===== src/rtl/cpu_pkg.sv =====
// Shared types for the fetch slice: bus widths, fetch FSM states and the
// {instr, pc} record carried by the prefetch buffer.
package cpu_pkg;

  localparam int unsigned ADDR_W  = 16;
  localparam int unsigned INSTR_W = 16;

  typedef enum logic [1:0] {
    IDLE   = 2'd0,
    FETCH  = 2'd1,
    HALTED = 2'd2
  } fetch_state_t;

  typedef struct packed {
    logic [INSTR_W-1:0] instr;
    logic [ADDR_W-1:0]  pc;
  } fetch_entry_t;

endpackage


===== src/rtl/instr_fetch_ctrl_if.sv =====
// Fetch bus: instruction-memory address/data plus the valid/ready channel
// toward decode.
//   master (fetch side): drives imem_addr, out_valid, out_instr, out_pc;
//                        receives imem_instr, out_ready
//   slave  (memory/decode side): the mirror image
interface instr_fetch_ctrl_if;
  import cpu_pkg::*;

  logic [ADDR_W-1:0]  imem_addr;
  logic [INSTR_W-1:0] imem_instr;
  logic               out_valid;
  logic               out_ready;
  logic [INSTR_W-1:0] out_instr;
  logic [ADDR_W-1:0]  out_pc;

  modport master (
    output imem_addr, out_valid, out_instr, out_pc,
    input  imem_instr, out_ready
  );

  modport slave (
    input  imem_addr, out_valid, out_instr, out_pc,
    output imem_instr, out_ready
  );

endinterface


===== src/rtl/fetch_buf.sv =====
// Prefetch buffer: {instr, pc} FIFO with flush. The head entry always sits
// in slot 0 so the outputs come straight from flops; DEPTH=1 collapses to a
// single register.
// Ports: clk, rst (sync, active-low), flush, push/din, pop,
//        head (entry at slot 0), valid (non-empty), count (occupancy).
module fetch_buf
  import cpu_pkg::*;
#(
  parameter int unsigned DEPTH = 1
) (
  input  logic                         clk,
  input  logic                         rst,
  input  logic                         flush,
  input  logic                         push,
  input  fetch_entry_t                 din,
  input  logic                         pop,
  output fetch_entry_t                 head,
  output logic                         valid,
  output logic [$clog2(DEPTH+1)-1:0]   count
);

  localparam int unsigned CNT_W = $clog2(DEPTH + 1);

  if (DEPTH == 1) begin : g_reg
    // Single holding register; push and pop together replaces the entry.
    always_ff @(posedge clk) begin
      if (!rst) begin
        head  <= '0;
        count <= '0;
        valid <= 1'b0;
      end else if (flush) begin
        count <= '0;
        valid <= 1'b0;
      end else if (push) begin
        head  <= din;
        count <= CNT_W'(1);
        valid <= 1'b1;
      end else if (pop) begin
        count <= '0;
        valid <= 1'b0;
      end
    end
  end else begin : g_fifo
    fetch_entry_t     ent [DEPTH];
    logic [CNT_W-1:0] wr_idx;
    logic [CNT_W-1:0] cnt_nxt;

    // Write slot is computed after the pop has shifted everything down.
    always_comb begin
      wr_idx  = count - CNT_W'(pop);
      cnt_nxt = wr_idx + CNT_W'(push);
    end

    always_ff @(posedge clk) begin
      if (!rst) begin
        for (int i = 0; i < int'(DEPTH); i++) ent[i] <= '0;
        count <= '0;
        valid <= 1'b0;
      end else if (flush) begin
        count <= '0;
        valid <= 1'b0;
      end else begin
        if (pop) begin
          for (int i = 0; i < int'(DEPTH) - 1; i++) ent[i] <= ent[i+1];
        end
        for (int i = 0; i < int'(DEPTH); i++) begin
          if (push && wr_idx == CNT_W'(i)) ent[i] <= din;
        end
        count <= cnt_nxt;
        valid <= (cnt_nxt != '0);
      end
    end

    assign head = ent[0];
  end

endmodule


===== src/rtl/instr_fetch_ctrl.sv =====
// Fetch sequencer: owns the PC, issues word fetches to instruction memory,
// buffers responses for decode, and handles branch redirect and halt.
// Build option: IFETCH_PREFETCH_BUF_EN selects a 2-entry prefetch buffer
// (back-to-back delivery); otherwise a single holding register is used.
// Ports: clk, rst (sync, active-low), start, halt, redirect_valid,
//        redirect_pc, busy (high while fetching), bus (master side of the
//        imem address/data and decode valid/ready channel).
module instr_fetch_ctrl
  import cpu_pkg::*;
#(
  parameter logic [ADDR_W-1:0] RESET_PC = 16'h0000
) (
  input  logic              clk,
  input  logic              rst,
  input  logic              start,
  input  logic              halt,
  input  logic              redirect_valid,
  input  logic [ADDR_W-1:0] redirect_pc,
  output logic              busy,
  instr_fetch_ctrl_if.master bus
);

`ifdef IFETCH_PREFETCH_BUF_EN
  localparam int unsigned DEPTH = 2;
`else
  localparam int unsigned DEPTH = 1;
`endif
  localparam int unsigned CNT_W = $clog2(DEPTH + 1);
  localparam int unsigned OCC_W = CNT_W + 1;

  fetch_state_t      state;
  logic [ADDR_W-1:0] pc;
  logic              in_flight;

  logic              flush_c;
  logic              pop_c;
  logic              push_c;
  logic              issue_c;
  logic [OCC_W-1:0]  occ_c;
  fetch_entry_t      cap_c;

  fetch_entry_t      head;
  logic              buf_valid;
  logic [CNT_W-1:0]  buf_count;

  // Issue only if buffer + in-flight + new fetch still fit after this
  // cycle's transfer; a flush suppresses both capture and issue.
  always_comb begin
    flush_c     = (state == FETCH) && (halt || redirect_valid);
    pop_c       = buf_valid && bus.out_ready;
    push_c      = in_flight && !flush_c;
    occ_c       = OCC_W'(buf_count) + OCC_W'(in_flight) - OCC_W'(pop_c);
    issue_c     = (state == FETCH) && !flush_c && (occ_c < OCC_W'(DEPTH));
    cap_c.instr = bus.imem_instr;
    cap_c.pc    = bus.imem_addr;
  end

  // Fetch FSM, PC and memory address; halt takes priority over redirect.
  always_ff @(posedge clk) begin
    if (!rst) begin
      state         <= IDLE;
      pc            <= RESET_PC;
      bus.imem_addr <= RESET_PC;
      in_flight     <= 1'b0;
      busy          <= 1'b0;
    end else begin
      case (state)
        IDLE, HALTED: begin
          in_flight <= 1'b0;
          if (start) begin
            state <= FETCH;
            pc    <= RESET_PC;
            busy  <= 1'b1;
          end
        end
        FETCH: begin
          if (halt) begin
            state     <= HALTED;
            in_flight <= 1'b0;
            busy      <= 1'b0;
          end else if (redirect_valid) begin
            pc        <= redirect_pc;
            in_flight <= 1'b0;
          end else begin
            in_flight <= issue_c;
            if (issue_c) begin
              bus.imem_addr <= pc;
              pc            <= pc + ADDR_W'(1);
            end
          end
        end
        default: begin
          state     <= IDLE;
          in_flight <= 1'b0;
          busy      <= 1'b0;
        end
      endcase
    end
  end

  fetch_buf #(
    .DEPTH (DEPTH)
  ) u_buf (
    .clk   (clk),
    .rst   (rst),
    .flush (flush_c),
    .push  (push_c),
    .din   (cap_c),
    .pop   (pop_c),
    .head  (head),
    .valid (buf_valid),
    .count (buf_count)
  );

  assign bus.out_valid = buf_valid;
  assign bus.out_instr = head.instr;
  assign bus.out_pc    = head.pc;

endmodule


===== src/flat_wrapper.sv =====
// flat-port wrapper written by rule: the top's interface ports become plain ports
module instr_fetch_ctrl_flat import cpu_pkg::*;
#(
  parameter logic [ADDR_W-1:0] RESET_PC = 16'h0000
)
  (clk, rst, start, halt, redirect_valid, redirect_pc, busy, bus_imem_addr, bus_out_valid, bus_out_instr, bus_out_pc, bus_imem_instr, bus_out_ready);
  instr_fetch_ctrl_if bus_i ();
  input  logic clk;
  input  logic rst;
  input  logic start;
  input  logic halt;
  input  logic redirect_valid;
  input  logic [ADDR_W-1:0] redirect_pc;
  output logic busy;
  output wire logic [$bits(bus_i.imem_addr)-1:0] bus_imem_addr;
  output wire logic [$bits(bus_i.out_valid)-1:0] bus_out_valid;
  output wire logic [$bits(bus_i.out_instr)-1:0] bus_out_instr;
  output wire logic [$bits(bus_i.out_pc)-1:0] bus_out_pc;
  input wire logic [$bits(bus_i.imem_instr)-1:0] bus_imem_instr;
  input wire logic [$bits(bus_i.out_ready)-1:0] bus_out_ready;
  assign bus_imem_addr = bus_i.imem_addr;
  assign bus_out_valid = bus_i.out_valid;
  assign bus_out_instr = bus_i.out_instr;
  assign bus_out_pc = bus_i.out_pc;
  assign bus_i.imem_instr = bus_imem_instr;
  assign bus_i.out_ready = bus_out_ready;
  instr_fetch_ctrl #(.RESET_PC(RESET_PC)) u_core (.clk(clk), .rst(rst), .start(start), .halt(halt), .redirect_valid(redirect_valid), .redirect_pc(redirect_pc), .busy(busy), .bus(bus_i));
endmodule

===== config.mk =====
export PLATFORM = sky130hd
export DESIGN_NAME = instr_fetch_ctrl_flat
export DESIGN_NICKNAME = d
export VERILOG_FILES = /design/src/rtl/cpu_pkg.sv /design/src/rtl/instr_fetch_ctrl_if.sv /design/src/rtl/fetch_buf.sv /design/src/rtl/instr_fetch_ctrl.sv /design/src/flat_wrapper.sv
export SDC_FILE = /design/constraint.sdc
export NUM_CORES = 1
export LEC_CHECK = 0
export ABC_CLOCK_PERIOD_IN_PS = 2400
export BUFFER_PORTS_ARGS = -buffer_cell sky130_fd_sc_hd__buf_2
export CAP_MARGIN = 20
export CORE_MARGIN = 3
export CORE_UTILIZATION = 47
export CTS_CLUSTER_DIAMETER = 40
export CTS_CLUSTER_SIZE = 28
export DETAILED_ROUTE_END_ITERATION = 8
export PLACE_DENSITY_LB_ADDON = 0.05
export SYNTH_ARGS = -nofsm -noshare
export SYNTH_HDL_FRONTEND = slang
export SYNTH_HIERARCHICAL = 1
export SYNTH_SLANG_ARGS = --single-unit
export TNS_END_PERCENT = 100

===== constraint.sdc =====
create_clock -name clk -period 2.4 [get_ports clk]
set_clock_uncertainty 0.1 [all_clocks]
set_input_delay 0.12 -clock clk [delete_from_list [all_inputs] [get_ports clk]]
set_output_delay 0.12 -clock clk [all_outputs]
set_load 0.05 [all_outputs]

# Word level (Yosys, flattened, before mapping)
# Index checks and enable logic that the tools add are counted.
op_classes:
  bitwise_logic: 5
  reduce_logical: 17
  n_lt_le_gt_ge: 1
  mux: 13
  add_sub_neg: 3
  eq_ne: 6
ops:
  columns: ["operator", "n"]
  rows:
  - ["16-bit two-way mux", 4]
  - ["16-bit case mux with 2 select lines", 1]
  - ["16-bit by 1-bit adder with 16-bit output, second input constant", 1]
  - ["4-bit AND reduction", 2]
  - ["2-bit != test, second input constant", 3]
  - ["1-bit logical AND", 5]
  - ["1-bit inverter", 5]
  - ["1-bit two-way mux", 4]
  - ["2-bit two-way mux", 2]
  - ["2-bit case mux with 2 select lines", 1]
  - ["2-bit AND reduction", 2]
  - ["2-bit nonzero test", 2]
  - ["2-bit OR reduction", 2]
  - ["4-bit OR reduction", 1]
  - ["3-bit by 2-bit != test with 1-bit output, second input constant", 1]
  - ["1-bit by 1-bit adder with 2-bit output", 1]
  - ["2-bit by 1-bit == test with 1-bit output, second input constant", 1]
  - ["2-bit == test, second input constant", 1]
  - ["2-bit zero test", 1]
  - ["2-bit by 1-bit less-than comparator with 1-bit output, second input constant", 1]
  - ["1-bit case mux with 2 select lines", 1]
  - ["2-bit by 1-bit subtractor with 2-bit output", 1]
  - ["1-bit zero test", 1]
  - ["1-bit logical OR", 1]
totals:
  out_inout_bits: 50
  inputBits: 38
  regBits: 69
  word_cells: 53

# Logic depth before layout (Yosys ltp)
logic_depth:
  word_depth: 9
  ltp_mapped: 11
  depth_no_buf: 9

# By module
# The synthesis kept the hierarchy.
by_module_without_submodules:
  columns: ["module", "area_per_inst_um2", "seq_area_each_um2", "instances", "cells_per_inst"]
  rows:
  - ["instr_fetch_ctrl", 1781.7, 700.7, 1, 216]
  - ["fetch_buf", 1370.1, 660.6, 1, 145]

# Least setup slack after synthesis
# OpenSTA, ideal clock, no wires.
synth_path:
  kind: "register to register"
  startpoint: "register u_core.u_buf.count"
  endpoint: "register u_core.pc[15]"
  setup_slack_ps: -201
  stages_incl_launch_ff: 11
  n_path_buf: 1
  arrival_time_ps: 2434
  t_required_ps: 2233
  synth_period_minus_slack_ps: 2601
  setup_ps: 67
  path_cell_list: "dfxtp_1 -> buf_4 -> and2_1 -> ha_1 -> inv_1 -> ha_1 -> xor2_1 -> a311o_1 -> or4_4 -> a2bb2oi_1 -> o21ai_2"
synth_between:
  elab_chain_len: 6
  word_cells_on_any_way: 7
  classes_between: "add/sub (2); order compare (1); eq/ne (1); reduce/logical (3)"
synth_lines:
  columns: ["element", "line_no", "rtl"]
  rows:
  - ["start, declared", "fetch_buf.sv:19", "output logic [$clog2(DEPTH+1)-1:0] count"]
  - ["start signal, assigned", "fetch_buf.sv:29", "count <= '0;"]
  - ["start signal, assigned", "fetch_buf.sv:32", "count <= '0;"]
  - ["start signal, assigned", "fetch_buf.sv:36", "count <= CNT_W'(1);"]
  - ["1-bit logical AND", null, null]
  - ["net u_core.pop_c", "instr_fetch_ctrl.sv:36", "logic pop_c;"]
  - ["2-bit by 1-bit subtractor with 2-bit output", "instr_fetch_ctrl.sv:52", "occ_c = OCC_W'(buf_count) + OCC_W'(in_flight) - OCC_W'(pop_c);"]
  - ["2-bit by 1-bit less-than comparator with 1-bit output", "instr_fetch_ctrl.sv:53", "issue_c = (state == FETCH) && !flush_c && (occ_c < OCC_W'(DEPTH));"]
  - ["1-bit logical AND", "instr_fetch_ctrl.sv:53", null]
  - ["3-bit by 2-bit != test with 1-bit output (no line)", null, null]
  - ["4-bit AND reduction (no line)", null, null]
  - ["end signal, assigned", "instr_fetch_ctrl.sv:82", "pc <= redirect_pc;"]
  - ["end signal, assigned", "instr_fetch_ctrl.sv:88", "pc <= pc + ADDR_W'(1);"]
  - ["end, declared", "instr_fetch_ctrl.sv:32", "logic [ADDR_W-1:0] pc;"]
# The timed path passes the listed nets, and every way through them passes these cells.
# A chain may end at the register's enable or synchronous reset.

# Worst setup path after layout
layout_path:
  startpoint: "register u_core.u_buf.count"
  endpoint: "register u_core.pc[12]"
# The elaborated chain is that of the path after synthesis.

==> results by stage <==
Outcome:
- The flow ran to the end, and the final reports show no timing, DRC or antenna violations.

Placed design:
- The count of buffers added on input and output ports is 87.
- The instance area at placement is 0.003676 mm2.
- Routability-driven placement finished with a final weighted congestion of 0.8420.
- The wire-length estimate of the detail-placed layout is 5.410 mm.
- The post-placement setup slack is -0.1172 ns.

Timing:
- The maximum clock frequency is 0.4216 GHz.
- The max-slew violation count is 0.
- The final hold violation count is 0.
- After layout, the minimum clock period comes to 2.372 ns.
- Of the available clock period, the critical path in the final layout requires 0.9883.
- Setup slack on the critical path of the routed design comes to 0.02816 ns.
- Measured against its own limit, the worst slew margin works out to 0.5868.
- Setup violations remaining at the end of the flow were counted as 0.
- For the pin with the worst max-slew slack, the measured transition is 0.6198 ns.
- Setup repair after global routing could not meet its margin everywhere.

Clock network:
- TritonCTS built the clock tree.
- The maximum clock insertion buffer count is 2.
- The cell at the root of the clock tree is sky130_fd_sc_hd__clkbuf_8.
- The H-tree was split into 3 levels.
- The clock edge transition at the registers on the reported setup and hold paths is 0.07 ns.
- Clock tree synthesis inserted a total of 9 buffers.
- The total number of clock tree sinks is 68.
- The latest clock arrival within the worst-skew pair is 0.33 ns.

Setup path:
- The arrival time at the worst endpoint is 2.48 ns.
- In this run the critical register-to-register path is launched from u_core/u_buf/count$_SDFFE_PP0P_.
- In this run the worst setup path terminates at u_core/pc[12]$_SDFFE_PN0P_.
- The worst-path maximum fanout is 13.
- The critical register-to-register path endpoint is u_core/pc[12]$_SDFFE_PN0P_.
- For the worst setup path, the data required time is 2.51 ns.
- The number of cell instances on the worst register-to-register path is 10.
- The setup slack on the worst flop-to-flop path is 0.03 ns.
- STA classifies the critical path startpoint as a flop.
- The category of the most critical setup path is flop to flop.
- The critical path starts at u_core/u_buf/count$_SDFFE_PP0P_.
- The endpoint type of the worst setup path is a flop.

Floorplan:
- After floorplanning, the core was divided into 29 placement rows.
- In this run the vertical extent of the chip is 87.89 um.
- The die covers 0.007725 mm2.
- The standard cell core area is 0.006422 mm2.
- The initial utilization of the core area, before any placement, comes to 0.4907.
- The number of top-level pins is 88.
- The die width is 87.89 um.

Pwr:
- The design draws 2.192 mW.
- The leakage power summed over all cells is 1.829 nW.
- Dividing total power by cell area gives a power density of 538.3 mW/mm2.
- The worst ir drop on vdd is 353.2 uV.

Global routing:
- The number of global-route vias before repair was 2,706.
- In the global route stage, overall resource usage came out at 0.2042.
- The initial antenna violation count was 0.
- The global route total overflow is 0.
- Entering global routing, the biggest net connects 68 pins.
- The first-pass GRT wire length is 12.60 mm.

Route:
- Before antenna repair, the detailed router went through 5 iterations.
- In the final routed layout, each cell accounts on average for 13.99 um.
- For this run, design rule violations remaining after detail routing come to 0.
- In this run the remaining antenna-violating nets after routing total 0.
- The number of DRC markers in iteration 0 is 108.
- The via density per instance is 5.258.
- For this block, the routed nets add up to 7.763 mm of wire.
- The final route contains 2,918 vias.

Synthesis:
- The share of synthesized area in the top cell type comes to 0.4319.
- For this run, asynchronously set or reset flops after synthesis account for 0.
- Among all flip-flop cells after synthesis, the most frequent one is sky130_fd_sc_hd__dfxtp_1.
- The count of mapped cells out of synthesis is 361.
- Of the synthesized area, sequential elements account for 0.4319.
- The mean post-synth cell area is 8.731 um2.
- Yosys mapped a number of flops with a built-in enable equal to 0.
- The mapped netlist covers 0.003152 mm2.
- Synthesis instantiated 52 different standard cells from the library.
- The post-synth net total is 402.
- By area the synthesized netlist is led by sky130_fd_sc_hd__dfxtp_1, sky130_fd_sc_hd__mux2i_1, sky130_fd_sc_hd__nand2_1.
- The count of warnings emitted by yosys is 6.
- In the synthesized netlist, the cells that appear most often are sky130_fd_sc_hd__nand2_1, sky130_fd_sc_hd__dfxtp_1, sky130_fd_sc_hd__mux2i_1, sky130_fd_sc_hd__nor2_1, sky130_fd_sc_hd__a21oi_1.
- The synthesized design spends more area on one cell type than any other, namely sky130_fd_sc_hd__dfxtp_1.
- The synthesized design contains 68 register bits.
- sky130_fd_sc_hd__nand2_1 is the most common cell in the netlist.

Layout:
- From synthesis to final layout, the design area changed by 29.22%.
- The fraction of final layout cells sized beyond drive strength 1 is 0.2762.
- The post-route cell area is 0.004073 mm2.
- The final antenna diode count is 0.
- After filler insertion, the fill cell instance count of the layout stands at 587.
- Measured on the finished design, the core utilization comes to 0.6341.
- The layout net count is 515.

Worst hold path:
- The min-delay analysis places its worst path in the category primary input to flop.

Flow run:
- The max-capacitance violation count is 0.
==> routing by layer <==
metal / track usage / vias to the layer above / share of wire / wire length (um)
met3: 0.03951 / 9 / 0.068 / 530
li1: - / 1470 / - / -
met2: 0.3315 / 103 / 0.46 / 3600
met1: 0.2678 / 1336 / 0.46 / 3533
met5: 0 / - / 0 / 0
met4: 0.07950 / 0 / 0.013 / 99
==> worst min path at each step <==
stage                                from                          to  cells past startpoint
after floorplan           redirect_pc[12]  u_core/pc[12]$_SDFFE_PN0P_                      2
after global routing                  rst   u_core/pc[4]$_SDFFE_PN0P_                      2
after CTS                            halt    u_core/busy$_SDFFE_PN0P_                      4
after detailed placement  redirect_pc[15]  u_core/pc[15]$_SDFFE_PN0P_                      3
final                                halt    u_core/busy$_SDFFE_PN0P_                      4
after global placement    redirect_pc[12]  u_core/pc[12]$_SDFFE_PN0P_                      3
==> power breakdown <==
group          internal, mW  total [mW]  switching [mW]
sequential             1.14        1.16          0.0152
combinational         0.114       0.255           0.141
clock                 0.364       0.781           0.417
total                  1.62        2.19           0.573
==> through the flow <==
step / TNS [ns] / instances / hold WS (ns)
2_1_floorplan: -0.2257 / 361 / 0.1392
3_3_place_gp: -0.2565 / 518 / 0.2438
4_1_cts: 0 / 554 / 0.03378
6_report: 0 / 555 / 0.03691
3_5_place_dp: -0.7358 / 518 / 0.2574
5_1_grt: -0.4669 / 555 / 0.05170
==> cell usage in the layout (no fill, tap or decap), types with 4 or more instances in the layout <==
master / netlist / layout
sky130_fd_sc_hd__a21oi_1: 15 / 13
sky130_fd_sc_hd__buf_2: 9 / 87
sky130_fd_sc_hd__buf_4: 2 / 15
sky130_fd_sc_hd__clkbuf_8: 0 / 9
sky130_fd_sc_hd__dfxtp_1: 68 / 67
sky130_fd_sc_hd__dlygate4sd3_1: 0 / 21
sky130_fd_sc_hd__inv_1: 9 / 8
sky130_fd_sc_hd__mux2i_1: 48 / 48
sky130_fd_sc_hd__nand2_1: 83 / 83
sky130_fd_sc_hd__nand3_1: 7 / 7
sky130_fd_sc_hd__nand4_1: 5 / 5
sky130_fd_sc_hd__nor2_1: 34 / 34
sky130_fd_sc_hd__nor3_1: 4 / 4
sky130_fd_sc_hd__o21ai_0: 7 / 6
==> registers in the layout (all words and copies together), names as in the netlist <==
signal	count
u_core/bus.imem_addr	16
u_core/u_buf/count	1
u_core/pc	16
u_core/u_buf/head	32
u_core/in_flight	1
u_core/busy	1
u_core/state	1
==> worst max-delay path: stages, from the launching register on <==
cell                      delay, ns
sky130_fd_sc_hd__dfxtp_2       0.33
sky130_fd_sc_hd__and2_4        0.14
sky130_fd_sc_hd__ha_4          0.26
sky130_fd_sc_hd__inv_2         0.04
sky130_fd_sc_hd__ha_4          0.15
sky130_fd_sc_hd__xor2_2        0.14
sky130_fd_sc_hd__a311o_1       0.33
sky130_fd_sc_hd__buf_4         0.16
sky130_fd_sc_hd__a21o_2        0.29
sky130_fd_sc_hd__a32oi_1       0.21
sky130_fd_sc_hd__o21ai_0       0.10
==> cell families (layout without fill, tap and decap cells) <==
kind of cell / count (synthesis) / count (layout) / synth area share
AOI/OAI and AO/OA: 52 / 52 / 0.1147
adders and majority gates: 3 / 3 / 0.01191
xor gates and xnor gates: 3 / 3 / 0.008338
buffers and inverters: 32 / 149 / 0.06312
muxes: 49 / 49 / 0.1560
DFF: 68 / 68 / 0.4319
and+or+nand+nor: 154 / 154 / 0.2140
==> layout make-up <==
cell class | count | area (um2) | share of cell area
Multi-Input combinational cell | 261 | 1640 | 0.4028
Sequential cell | 68 | 1363 | 0.3346
Timing Repair Buffer | 124 | 778.2 | 0.1911
Clock buffer | 10 | 127.6 | 0.03134
Tap cell | 77 | 96.34 | 0.02366
Inverter | 10 | 37.54 | 0.009217
Clock inverter | 5 | 30.03 | 0.007373
==> repair_timing <==
item,in CTS,in global routing
endpoints found under the setup margin,11,14
gates resized for setup,1,2
hold endpoints to repair,21,0
pin swaps,1,2
setup buffers,0,0
hold buffers,21,0
Power figures use the tool's default switching activity.
